## src/rtl/pc_fetch_unit.sv

```systemverilog
// Program counter / next-PC stage feeding the main decoder, with a single-level
// external interrupt (synchronise, latch, vector, save EPC, return on eret).
module pc_fetch_unit #(
    parameter logic [31:0] RESET_PC    = 32'h0000_0000,
    parameter logic [31:0] INT_VECTOR  = 32'h0000_0100,
    parameter int unsigned SYNC_STAGES = 2
) (
    input  logic        clk,
    input  logic        rst,
    input  logic        stall,
    input  logic        Branch,
    input  logic        BNE,
    input  logic        zero,
    input  logic        Jump,
    input  logic        Jr,
    input  logic        eret,
    input  logic [15:0] imm16,
    input  logic [25:0] instr_index,
    input  logic [31:0] rs_data,
    input  logic        int_req,
    output logic [31:0] pc,
    output logic [31:0] pc_plus4,
    output logic [31:0] epc,
    output logic        in_isr,
    output logic        int_ack
);

    logic [31:0]            pc_q, pc_d;
    logic [31:0]            epc_q, epc_d;
    logic                   in_isr_q, in_isr_d;
    logic                   int_ack_q, int_ack_d;
    logic                   pending_q, pending_d;
    logic [SYNC_STAGES-1:0] sync_q, sync_d;
    logic                   edge_q, edge_d;

    logic [31:0] branch_tgt;
    logic [31:0] jump_tgt;
    logic [31:0] seq_next;
    logic        taken_branch;
    logic        int_rise;
    logic        take_int;

    assign pc_plus4     = pc_q + 32'd4;
    assign branch_tgt   = pc_plus4 + {{14{imm16[15]}}, imm16, 2'b00};
    assign jump_tgt     = {pc_plus4[31:28], instr_index, 2'b00};
    assign taken_branch = Branch & (BNE ? ~zero : zero);

    always_comb begin
        seq_next = pc_plus4;
        if (eret)
            seq_next = epc_q;
        else if (Jr)
            seq_next = rs_data;
        else if (Jump)
            seq_next = jump_tgt;
        else if (taken_branch)
            seq_next = branch_tgt;
    end

    // A new synchronised edge wins over the clear caused by taking an interrupt.
    assign take_int = pending_q & ~in_isr_q & ~stall & ~eret;
    assign int_rise = sync_q[SYNC_STAGES-1] & ~edge_q;

    always_comb begin
        sync_d    = {sync_q[SYNC_STAGES-2:0], int_req};
        edge_d    = sync_q[SYNC_STAGES-1];
        pending_d = int_rise | (pending_q & ~take_int);
    end

    always_comb begin
        pc_d      = pc_q;
        epc_d     = epc_q;
        in_isr_d  = in_isr_q;
        int_ack_d = 1'b0;
        if (stall) begin
            int_ack_d = 1'b0;
        end else if (take_int) begin
            epc_d     = seq_next;
            pc_d      = INT_VECTOR;
            in_isr_d  = 1'b1;
            int_ack_d = 1'b1;
        end else if (eret) begin
            pc_d     = epc_q;
            in_isr_d = 1'b0;
        end else begin
            pc_d = seq_next;
        end
    end

    always_ff @(posedge clk or posedge rst) begin
        if (rst) begin
            pc_q      <= RESET_PC;
            epc_q     <= '0;
            in_isr_q  <= 1'b0;
            int_ack_q <= 1'b0;
            pending_q <= 1'b0;
            sync_q    <= '0;
            edge_q    <= 1'b0;
        end else begin
            pc_q      <= pc_d;
            epc_q     <= epc_d;
            in_isr_q  <= in_isr_d;
            int_ack_q <= int_ack_d;
            pending_q <= pending_d;
            sync_q    <= sync_d;
            edge_q    <= edge_d;
        end
    end

    assign pc      = pc_q;
    assign epc     = epc_q;
    assign in_isr  = in_isr_q;
    assign int_ack = int_ack_q;

endmodule

```

## config.mk

```make
export PLATFORM = sky130hd
export DESIGN_NAME = pc_fetch_unit
export DESIGN_NICKNAME = d
export VERILOG_FILES = /design/src/rtl/pc_fetch_unit.sv
export SDC_FILE = /design/constraint.sdc
export NUM_CORES = 1
export LEC_CHECK = 0
export BUFFER_PORTS_ARGS = -buffer_cell sky130_fd_sc_hd__clkbuf_2
export CAP_MARGIN = 20
export CELL_PAD_IN_SITES_DETAIL_PLACEMENT = 1
export CELL_PAD_IN_SITES_GLOBAL_PLACEMENT = 1
export CORE_ASPECT_RATIO = 0.75
export CORE_MARGIN = 1
export CORE_UTILIZATION = 40
export DETAILED_ROUTE_END_ITERATION = 8
export PLACE_DENSITY = 0.94
export SLEW_MARGIN = 30
export SYNTH_ARGS = -nofsm -noshare
export SYNTH_HDL_FRONTEND = slang
export SYNTH_SLANG_ARGS = --single-unit
```

## constraint.sdc

```tcl
create_clock -name clk -period 10.6 [get_ports clk]
set_input_delay 0.53 -clock clk [delete_from_list [all_inputs] [get_ports clk]]
set_output_delay 0.53 -clock clk [all_outputs]
set_load 0.05 [all_outputs]
```

==> qor.csv, run 1 <==
metric;value;unit
synthTopCellsByArea;dfrtp_1, o21ai_0, nand2_1;
yosys_warnings;0;
fin_ws;5540;ps
drt_iter0_drc;698;
syn_avg_cell_area;7.70;sq um
drtAntennaViolNets;0;
drc;0;
dr.pass1.iters;5;
final_common_cell;clkbuf_2;
die_y;107;microns
yosys.area.top_type;dfrtp_1;
cts_buffers;9;
min_period_over_period;47.7;%
syn-num-nets;882;
initial_core_util;41.8;%
gr-total-overflow;0;
post-place-ws;6020;ps
crit_start;pc[2]$_DFFE_PP0N_;
cts_setup_buffers;0;
synth-simple-area-share;20.3;%
vias_per_cell;6.23;
insertion_delay;340;ps
reg2regPathDepth;16;
finalNonFillerCells;1118;
dieArea;15100;sq um
numPortBuffers;181;
first_global_vias;6893;
hp-class;input port to asynchronous set/reset pin;
synth_edf_count;0;
grt_antenna_before_repair;0;
fill_cells;1795;
hold_buffers;0;
cts_htree_levels;3;
finalNetCount;1039;
path_class;flop to flop;
critPathRequiredTime;10800;ps
post-route-util;51.4;%
synth.area.mux_share;1.86;%
critPathArrivalTime;5250;ps
routed_wirelength;26000;microns
dominantRegCellSynth;dfrtp_1;
vdd_drop_max;0.154;mV
clockBufferDepth;2;
dpl.cell_count;1101;
critPathMaxFanout;7;
cp-end-kind;flop;
avgRoutedWirePerCell;23.2;microns
ff2ff_setup_slack;5540;ps
grt.total_usage;34.8;%
layout-drive-gt1-share;23.4;%
r2r_end;epc[27]$_DFFE_PP0P_;
ys_async_sr_fraction;100;%
num_rows;37;
power_density;247;nW/um^2
start_kind;flop;
rsz0062_at_grt;false;
cts_tree;yes;
gp_congestion;1.07;
multi_input_comb_area;3820;sq um
path_clk_slew;60;ps
tightestPinTransition;1000;ps
max_cap_viol_count;0;
area_growth;23.0;%
grt_pass1_wl;40000;microns
antennaDiodeCount;0;
synth_top_area_share;29.9;%
endpoint;epc[27]$_DFFE_PP0P_;
p_leak;3.41;nW
period_minus_slack;5060;ps
root_buffer;clkbuf_16;
cts_resized;0;
synth_compound_area_share;27.3;%
layout_common_cells;clkbuf_2, nand2_1, o21ai_0;
dieWidth;142;microns
synthAdderAreaFrac;8.03;%
setup_viol;0;
ioPinCount;182;
synth_top_family_by_area;compound AO/OA/AOI/OAI gates;
synthXorXnorAreaFrac;7.62;%
ys_ff_latch;70;
final.setup.tns;0;ps
timing.rr.start;pc[2]$_DFFE_PP0N_;
drv_slew;0;
slew_headroom;33.0;%
syn-cell-area;5860;sq um
finalClockSkew;9.50;ps
core-area;14000;sq um
cts.sinks;70;
syn_inst;761;
hpwl;19300;microns
fmax;198;MHz
num_vias;6963;
ys_seq_area_share;29.9;%
hold_viol_final;0;
status;finished, final reports clean;
ys_types;61;
regArea;1750;sq um
grt_max_degree;71;
stage by stage:
stage	hold slack [ps]	power, W	instance area (sq um)
floorplan	331	0.00115	5860
global placement	332	0.00142	6880
detailed placement	339	0.00144	6880
CTS	290	0.00176	7180
global route	239	0.00186	7210
finish	216	0.00178	7210
synthesized netlist by cell type, types with 3 or more instances:
master / count
o21a_1: 7
o21ai_0: 96
nor3_1: 11
xor2_1: 21
a211oi_1: 11
inv_1: 31
mux2_2: 7
o31ai_1: 7
o21bai_1: 5
nor2_1: 61
nor4_1: 3
nand2_1: 123
a31oi_1: 7
o31a_1: 3
nand4_1: 12
clkbuf_1: 37
dfrtp_1: 70
and3_1: 9
o22ai_1: 6
a22o_1: 4
nand2b_1: 10
a22oi_1: 7
nand3_1: 15
o211ai_1: 14
mux2i_1: 3
a221o_1: 4
ha_1: 36
a21oi_1: 45
xnor2_1: 30
a221oi_1: 3
a311oi_1: 3
a21o_1: 8
nor3b_1: 5
o221ai_1: 5
a41oi_1: 4
cells by family (layout without fill, tap and decap cells):
group                      count (synthesis)  after routing
buffers and inverters                     74            236
xor gates and xnor gates                  51             51
DFF                                       70             70
muxes                                     10             10
AOI/OAI and AO/OA                        255            255
and+or+nand+nor                          264            264
adders and majority gates                 37             37
sequential cells by signal, summed over array words and instances, names as in the netlist:
signal and flops:
sync_q 2, pending_q 1, in_isr 1, pc 32, edge_q 1, int_ack 1
epc 32
worst max-delay path: stages, from the launching register on:
cell,delay [ps]
dfrtp_1,470
ha_1,250
nand3_1,230
nor4_1,570
nor3b_1,390
nand3_1,150
xnor2_1,510
ha_1,390
a21oi_1,250
o21ai_0,210
a41oi_1,260
a21oi_1,150
a21oi_1,220
xor2_1,210
o211ai_1,110
a22oi_1,390
o21ai_0,150
per-layer routing:
metal / global-route usage, % / share of wire, % / vias to the layer above
met2: 52.6 / 43 / 420
met5: 0 / 0 / -
met4: 11.4 / 2.8 / 0
li1: - / - / 3056
met1: 46.8 / 43 / 3418
met3: 11.2 / 11 / 69
worst min-delay path by stage:
stage	startpoint	endpoint	depth (start not counted)	slack, ps
2_1_floorplan	sync_q[0]$_DFF_PP0_	sync_q[1]$_DFF_PP0_	0	330
5_1_grt	rst	edge_q$_DFF_PP0_	3	240
6_report	rst	pc[31]$_DFFE_PP0N_	3	220
4_1_cts	int_req	sync_q[0]$_DFF_PP0_	1	290
3_5_place_dp	sync_q[0]$_DFF_PP0_	sync_q[1]$_DFF_PP0_	0	340
3_3_place_gp	sync_q[0]$_DFF_PP0_	sync_q[1]$_DFF_PP0_	0	330
power breakdown:
group	total (W)	switching (W)	internal [W]	leakage [nW]
sequential	0.000445	0.000101	0.000343	0.871
clock	0.000298	0.000120	0.000178	0.133
combinational	0.00104	0.000773	0.000265	2.41
area by class of cell:
| cell class | instances | area share (%) |
|---|---|---|
| inverters | 32 | 1.67 |
| repair buffers | 188 | 13.6 |
| clock buffers | 12 | 3.70 |
| well taps | 195 | 3.39 |
| clock inverters | 4 | 0.417 |
| multi-input cells | 617 | 53.0 |
| flip-flops and latches | 70 | 24.3 |
Power figures use the tool's default switching activity.
==> inputs of run 2 (changes only) <==
--- a/config.mk
+++ b/config.mk
@@ -5,15 +5,16 @@
 export SDC_FILE = /design/constraint.sdc
 export NUM_CORES = 1
 export LEC_CHECK = 0
+export ABC_AREA = 1
 export BUFFER_PORTS_ARGS = -buffer_cell sky130_fd_sc_hd__clkbuf_2
 export CAP_MARGIN = 20
 export CELL_PAD_IN_SITES_DETAIL_PLACEMENT = 1
 export CELL_PAD_IN_SITES_GLOBAL_PLACEMENT = 1
 export CORE_ASPECT_RATIO = 0.75
 export CORE_MARGIN = 1
-export CORE_UTILIZATION = 40
+export CORE_UTILIZATION = 36
 export DETAILED_ROUTE_END_ITERATION = 8
-export PLACE_DENSITY = 0.94
+export PLACE_DENSITY = 0.89
 export SLEW_MARGIN = 30
 export SYNTH_ARGS = -nofsm -noshare
 export SYNTH_HDL_FRONTEND = slang
==> constraint.sdc (replaced) <==
create_clock -name clk -period 5.1 [get_ports clk]
set_input_delay 0.255 -clock clk [delete_from_list [all_inputs] [get_ports clk]]
set_output_delay 0.255 -clock clk [all_outputs]
set_load 0.05 [all_outputs]
==> run 2 against run 1 <==
  * Synthesized area rose by 18%
  * Highest routed layer unchanged
  * Count of clock-buffer cells in the layout fell by 3
  * Fmax rose by 28%
  * Largest power group unchanged
  * Global-route usage fell by 3.7 points
  * Synthesized cell count rose by 57%
  * Critical path depth rose by 4
  * Clock power rose by 150%
  * Sequential cell count did not move
  * Design area rose by 16%
==> qor.csv, run 2 <==
metric;value;unit
status;finished, final reports clean;
clockBufferDepth;2;
cts_htree_levels;3;
drc;0;
crit_family;simple AND/OR/NAND/NOR gates;
grt_antenna_before_repair;0;
ff2ff_setup_slack;1150;ps
vdd_drop_max;0.269;mV
min_period_over_period;77.5;%
first_global_vias;8494;
finalNonFillerCells;1605;
avgRoutedWirePerCell;18.8;microns
timing.rr.start;pc[2]$_DFFE_PP0N_;
num_vias;8539;
cts_buffers;9;
insertion_delay;350;ps
path_cells;ha_1, nand3_1, nor2_2, nand2_2, nor2_1, xnor2_1, inv_1, ha_1, inv_1, nor3_1, nand2_1, o21bai_1, nand3_1, nand2_1, nand3_1, nand2_1, nand2_1, nand2_1, nand2_1, nand2_1;
num_rows;43;
crit_start;pc[2]$_DFFE_PP0N_;
hpwl;24500;microns
area_growth;20.9;%
cts_resized;0;
hold_buffers;0;
multi_input_comb_area;4460;sq um
slew_headroom;34.7;%
regArea;1750;sq um
synthTopCellsByArea;nand2_1, dfrtp_1, inv_1;
cts_tree;yes;
cp-end-kind;flop;
path_class;flop to flop;
critPathRequiredTime;5330;ps
path_buf_inv;2;
hold_path_startpoint;int_req;
cts_setup_buffers;0;
dpl.cell_count;1589;
syn_avg_cell_area;5.82;sq um
critPathMaxFanout;7;
routed_wirelength;30100;microns
antennaDiodeCount;0;
power_density;451;nW/um^2
hp-class;input port to flop;
tightestPinTransition;979;ps
crit_top_cell;nand2_1;
finalNetCount;1474;
synthTopCellsByCount;nand2_1, inv_1, nor2_1;
die_y;122;microns
final_common_cell;nand2_1;
path_depth;20;
yosys_warnings;0;
ys_ff_latch;70;
start_kind;flop;
gp_congestion;0.968;
layout_common_cells;nand2_1, clkbuf_2, inv_1;
syn_inst;1191;
rsz0062_at_grt;false;
fill_cells;2686;
final.setup.tns;0;ps
endpoint;pc[24]$_DFFE_PP0N_;
grt.total_usage;31.0;%
gr-total-overflow;0;
root_buffer;clkbuf_16;
path_clk_slew;60;ps
synth_top_area_share;26.9;%
dieArea;19800;sq um
finalClockSkew;10.3;ps
yosys.area.top_type;nand2_1;
dr.pass1.iters;5;
vias_per_cell;5.32;
grt_pass1_wl;46500;microns
ys_seq_area_share;25.3;%
core-area;18700;sq um
hold_viol_final;0;
synth_most_common_cell;nand2_1;
ys_async_sr_fraction;100;%
grt_max_degree;71;
ioPinCount;182;
max_cap_viol_count;0;
fmax;253;MHz
ys_types;41;
drtAntennaViolNets;0;
slowest_stage;nor3_1;
numPortBuffers;181;
slowest_delay;520;ps
syn-cell-area;6930;sq um
layout-drive-gt1-share;17.2;%
r2r_end;pc[24]$_DFFE_PP0N_;
drt_iter0_drc;813;
reg2regPathDepth;20;
critPathArrivalTime;4180;ps
cts.sinks;70;
p_leak;4.87;nW
whs;15.1;ps
dieWidth;162;microns
syn-num-nets;1312;
drv_slew;0;
setup_viol;0;
period_minus_slack;3950;ps
synth_edf_count;0;
initial_core_util;37.1;%
dominantRegCellSynth;dfrtp_1;
-- run 2: cell types whose count changed in the layout (fill, tap and decap cells not counted), moves of 8 or more --
cell and delta:
a211oi_1 -11, o21ai_0 -56, nand2b_1 -10, nand2_1 +373, inv_1 +117, nand3_1 +60, nor2_1 +57, xnor2_1 -26
and3_1 -8
-- run 2: cell type report --
class,instances,area share (%)
Clock inverter,7,1.45
Clock buffer,9,2.69
Sequential cell,70,20.9
Inverter,152,6.81
Multi-Input combinational cell,934,53.2
Tap cell,247,3.69
Timing Repair Buffer,186,11.3
-- run 2: cells by family (layout without fill, tap and decap cells) --
family                     Yosys count  count (layout)  synth area share [%]
xor gates and xnor gates            19              19                  2.40
adders and majority gates           37              37                  6.79
AOI/OAI and AO/OA                  126             126                  10.1
DFF                                 70              70                  25.3
and+or+nand+nor                    752             752                  44.8
buffers and inverters              187             354                  10.6
-- run 2: worst min path at each step --
stage	to	slack [ps]	cells past startpoint
after floorplan	sync_q[0]$_DFF_PP0_	290	0
after global placement	sync_q[1]$_DFF_PP0_	330	0
after detailed placement	sync_q[1]$_DFF_PP0_	340	0
after CTS	sync_q[0]$_DFF_PP0_	7	1
after global routing	sync_q[0]$_DFF_PP0_	10	1
final	sync_q[0]$_DFF_PP0_	20	1
-- run 2: through the flow --
step	area (sq um)	power (W)	utilization [%]	worst slack, ps
final	8380	0.00378	44.9	1150
after floorplan	6930	0.00239	-	1150
after CTS	8370	0.00377	44.8	1240
after global routing	8380	0.00399	44.9	742
after global placement	8030	0.00296	43.0	1410
after detailed placement	8030	0.00302	43.0	1320
-- run 2: routing by layer --
layer | vias up | global-route usage (%) | share of wire (%)
li1 | 4063 | - | -
met4 | 0 | 8.96 | 2.3
met5 | - | 0 | 0
met3 | 41 | 6.33 | 8.4
met1 | 4072 | 42.2 | 45
met2 | 363 | 49.6 | 44
-- run 2: where the power goes --
| group | leakage, nW | switching [W] | total, W | internal (W) |
|---|---|---|---|---|
| Combinational | 3.83 | 0.00162 | 0.00213 | 0.000513 |
| Clock | 0.170 | 0.000261 | 0.000741 | 0.000480 |
| Sequential | 0.875 | 0.000201 | 0.000906 | 0.000705 |
